File: src/rtl/ks_sub_pipe_16bit.sv
// Two-stage pipelined Kogge-Stone subtractor D = A - B - Bin (A + ~B + ~Bin) with borrow/zero/neg/ovf flags.
// Latency 2 cycles, 1 beat/cycle; on out_ready low both stages hold and in_ready drops only once both are full.
module ks_sub_pipe_16bit #(
  parameter int WIDTH = 16,
  parameter int SPLIT = 2
) (
  input  logic             clk,
  input  logic             rst_n,
  input  logic             in_valid,
  output logic             in_ready,
  input  logic [WIDTH-1:0] A,
  input  logic [WIDTH-1:0] B,
  input  logic             Bin,
  output logic             out_valid,
  input  logic             out_ready,
  output logic [WIDTH-1:0] D,
  output logic             Bout,
  output logic             zero,
  output logic             neg,
  output logic             ovf
);

  localparam int LVLS = $clog2(WIDTH);

  typedef struct packed {
    logic [WIDTH-1:0] g;
    logic [WIDTH-1:0] p;
  } gp_t;

  typedef struct packed {
    gp_t              grp;
    logic [WIDTH-1:0] p_raw;
    logic             c0;
    logic             a_msb;
    logic             b_msb;
  } s1_t;

  // Prefix levels [first, last); walking bits downward lets the update run in place.
  function automatic gp_t ks_levels(input gp_t x, input int first, input int last);
    gp_t y;
    int  d;
    y = x;
    for (int l = first; l < last; l++) begin
      d = 1 << l;
      for (int i = WIDTH - 1; i >= 0; i--) begin
        if (i >= d) begin
          y.g[i] = y.g[i] | (y.p[i] & y.g[i-d]);
          y.p[i] = y.p[i] & y.p[i-d];
        end
      end
    end
    return y;
  endfunction

  function automatic logic [WIDTH-1:0] ks_final_g(input gp_t x);
    gp_t y;
    y = ks_levels(x, SPLIT, LVLS);
    return y.g;
  endfunction

  logic             s1_valid;
  logic             s2_valid;
  logic             adv1;
  logic             adv2;
  s1_t              s1;
  s1_t              s1_d;
  gp_t              gp0;
  logic [WIDTH-1:0] g2;
  logic [WIDTH-1:0] carry;
  logic [WIDTH-1:0] sum;

  assign adv2      = ~s2_valid | out_ready;
  assign adv1      = ~s1_valid | adv2;
  assign in_ready  = adv1;
  assign out_valid = s2_valid;

  // Carry-in (~Bin) is absorbed into bit 0's generate so the tree yields true carries.
  always_comb begin
    gp0       = '0;
    gp0.g     = A & ~B;
    gp0.p     = A ^ ~B;
    gp0.g[0]  = gp0.g[0] | (gp0.p[0] & ~Bin);
    s1_d       = '0;
    s1_d.grp   = ks_levels(gp0, 0, SPLIT);
    s1_d.p_raw = gp0.p;
    s1_d.c0    = ~Bin;
    s1_d.a_msb = A[WIDTH-1];
    s1_d.b_msb = B[WIDTH-1];
  end

  always_comb begin
    g2    = ks_final_g(s1.grp);
    carry = {g2[WIDTH-2:0], s1.c0};
    sum   = s1.p_raw ^ carry;
  end

  always_ff @(posedge clk or negedge rst_n) begin
    if (!rst_n) begin
      s1_valid <= 1'b0;
      s1       <= '0;
    end else if (adv1) begin
      s1_valid <= in_valid;
      if (in_valid) s1 <= s1_d;
    end
  end

  always_ff @(posedge clk or negedge rst_n) begin
    if (!rst_n) begin
      s2_valid <= 1'b0;
      D        <= '0;
      Bout     <= 1'b0;
      zero     <= 1'b0;
      neg      <= 1'b0;
      ovf      <= 1'b0;
    end else if (adv2) begin
      s2_valid <= s1_valid;
      if (s1_valid) begin
        D    <= sum;
        Bout <= ~g2[WIDTH-1];
        zero <= (sum == '0);
        neg  <= sum[WIDTH-1];
        ovf  <= (s1.a_msb ^ s1.b_msb) & (sum[WIDTH-1] ^ s1.a_msb);
      end
    end
  end

endmodule

File: config.mk
export PLATFORM = sky130hd
export DESIGN_NAME = ks_sub_pipe_16bit
export DESIGN_NICKNAME = d
export VERILOG_FILES = /design/src/rtl/ks_sub_pipe_16bit.sv
export SDC_FILE = /design/constraint.sdc
export NUM_CORES = 1
export LEC_CHECK = 0
export BUFFER_PORTS_ARGS = -buffer_cell sky130_fd_sc_hd__buf_4
export CORE_UTILIZATION = 52
export DETAILED_ROUTE_END_ITERATION = 7
export HOLD_SLACK_MARGIN = 0.12
export PLACE_DENSITY_LB_ADDON = 0.25
export SYNTH_ARGS = -nofsm -noshare
export SYNTH_HDL_FRONTEND = slang
export SYNTH_SLANG_ARGS = --single-unit
File: constraint.sdc
create_clock -name clk -period 4.55 [get_ports clk]
set_input_delay 0.455 -clock clk [delete_from_list [all_inputs] [get_ports clk]]
set_output_delay 0.455 -clock clk [all_outputs]
set_load 0.01 [all_outputs]
==> metrics <==
leakage=0.00208 uW; Placed Cells=459; Min Hold Slack=215 ps; Clock Latency Late Sink=330 ps; top sig layer=met4; clk slew on worst S/H paths=70 ps; RSZ-0062 raised after global routing=no; largest net degree at the start of global routing=69; worst-path cell chain=nand2b_2 > or2_1 > nand2_2 > buf_4 > mux2_2; minimum clock period after layout=2260 ps; initial DRC count=135; n_diodes=0; input/output buffers=58; H-Tree Level Count=3; met1 WL=3.38 mm; DR WL/cell=14.1 um; Data required, critical path=4770 ps; clk buf depth=2; final wirelength=6.72 mm; fin. max-slew vios=0; chip width=83.6 um; IO Pins=59; vias post-DR=2,603; Yosys top cell area share=0.492; Avg Inst Size Synth=10.1 um2; placement row count=29; synth top area cells=dfrtp_1, ha_1, o21ai_0; critical path's slowest cell=nand2_2; Via density=5.48; Clock Sinks=68; Syn Nets=397; CP Capture Type=register; layout cells sized above 1=0.246; Layout Nets=446; Final ANT Viol Nets=0; Ys Warns=0; cts bufs inserted=9; overall routing resource usage=0.208; Initial Util=0.542; Critical Path Max Stage Delay=670 ps; Post-CTS Resized=0; family with the most delay on the worst path=simple AND/OR/NAND/NOR gates; met3 wire len=299 um; r2r setup slk=2290 ps; DP Wirelength=4.93 mm; ratio of final minimum period to clock period=0.497; Hold Path Class=input pin to async pin; most common cell after layout, fill and taps aside=dfrtp_1; Syn Inst Count=344; DRC Markers=0; area delta synth->final=19.3%; postcts setup bufs=0; FF-to-FF path depth=5; final setup violation count=0; final hold violation count=0; vias in the first global route=2,504; die area=0.00698 mm2; Die Y-Extent=83.6 um; GPL Wtd Cong=0.851; Final Instance Count excl. Fillers=475; peak supply drop=0.000319 V; most frequent cells in the layout=dfrtp_1, buf_4, nand2_1, o21ai_0, a21o_1; drt first pass iters=4; Synth area leader=dfrtp_1; status=finished clean; startpoint types=register; WS Path Type=register to register; Critical Path AT=2480 ps; post-route setup TNS=0 ps; CP max FO=56; worst r2r dst=s1[7]; gr ovfl total=0; number of max-cap violations=0; CTS root buf=clkbuf_8; wire length on met2=2.95 mm; initial antenna violation count=0; clk_skew=8.46 ps; core footprint=0.00639 mm2; Worst Tran Pin Value=905 ps; PwrDens=442 mW/mm2; FF-to-FF Start=out_valid; Buf/Inv on CP=1; sequential share of the synthesized area=0.492; hold buffers post-CTS=0; Post-Syn Area=0.00346 mm2; #FFs+latches synth=68; CTS tree=yes; Max Clk Rate=442 MHz; Synth cell types=38; Slew HR=0.395; first-pass GRT wire length=11.4 mm
[kinds of logic (layout without fill, tap and decap cells)]
logic type,after synthesis,in the layout,synth area share
adders and majority gates,16,16,0.0579
AOI/OAI and AO/OA,106,106,0.194
muxes,20,20,0.0651
buffers and inverters,41,95,0.0532
and+or+nand+nor,82,82,0.110
xor gates and xnor gates,11,11,0.0279
DFF,68,68,0.492
[sequential cells by signal, summed over array words and instances, names as in the netlist]
name and cells:
Bout 1, s1 42, D 16, s1_valid 1
ovf 1, out_valid 1, carry 5, zero 1
[synthesized netlist by cell type]
| cell type | instances |
|---|---|
| a41o_1 | 1 |
| dfrtp_1 | 68 |
| o22ai_1 | 2 |
| or2_1 | 1 |
| nor4_1 | 1 |
| nand4_1 | 13 |
| nand2_1 | 51 |
| a21o_1 | 26 |
| a21oi_1 | 19 |
| o31ai_1 | 5 |
| o211ai_2 | 1 |
| buf_1 | 1 |
| nand4b_1 | 1 |
| clkbuf_1 | 13 |
| and2_1 | 2 |
| xor2_1 | 4 |
| nand3_1 | 5 |
| a2111o_1 | 1 |
| buf_6 | 3 |
| a21boi_0 | 5 |
| nand2_2 | 1 |
| mux2_2 | 15 |
| or3_1 | 2 |
| mux2_1 | 5 |
| buf_2 | 3 |
| buf_4 | 1 |
| nand2b_1 | 1 |
| xnor2_1 | 7 |
| a21boi_1 | 1 |
| nor2_1 | 2 |
| inv_1 | 20 |
| a31oi_1 | 1 |
| and3_1 | 1 |
| a211oi_2 | 3 |
| a21oi_2 | 1 |
| o21ai_0 | 40 |
| ha_1 | 16 |
| nand2b_2 | 1 |
[cell type report]
type | instances | area [um2]
clock inverter | 4 | 70.1
fill | 554 | 2260
timing repair buffer | 59 | 443
clock buffer | 12 | 165
tap | 77 | 96.3
inverter | 20 | 75.1
sequential | 68 | 1700
multi-input combinational | 235 | 1580
[layer usage]
| layer | vias to the layer above | GRT usage |
|---|---|---|
| li1 | 1303 | - |
| met1 | 1234 | 0.296 |
| met2 | 57 | 0.309 |
| met3 | 9 | 0.0574 |
| met4 | 0 | 0.0709 |
| met5 | - | 0 |
[worst max path at each step]
| stage | from | end | slack, ps | depth (start not counted) |
|---|---|---|---|---|
| detailed placement | out_ready | s1[5] | 2000 | 6 |
| global route | out_valid | s1[7] | 2110 | 5 |
| CTS | out_valid | s1[7] | 2290 | 5 |
| finish | out_valid | s1[7] | 2290 | 5 |
| global placement | out_ready | s1[5] | 2020 | 6 |
| floorplan | out_ready | carry[2] | 2800 | 6 |
[power breakdown]
| group | switching, uW | internal [uW] |
|---|---|---|
| Combinational | 228 | 222 |
| Clock | 218 | 352 |
| Sequential | 83.6 | 722 |
| Total | 530 | 1300 |
[stage by stage]
| stage | utilization | total power (uW) | cell area (um2) | setup slack [ps] |
|---|---|---|---|---|
| after floorplan | - | 1080 | 3460 | 2800 |
| after global placement | 0.609 | 1250 | 3890 | 2020 |
| after detailed placement | 0.609 | 1270 | 3890 | 2000 |
| after CTS | 0.646 | 1840 | 4130 | 2290 |
| after global routing | 0.646 | 1930 | 4130 | 2110 |
| final | 0.646 | 1830 | 4130 | 2290 |
No activity file was read; power rests on OpenSTA's default activity.
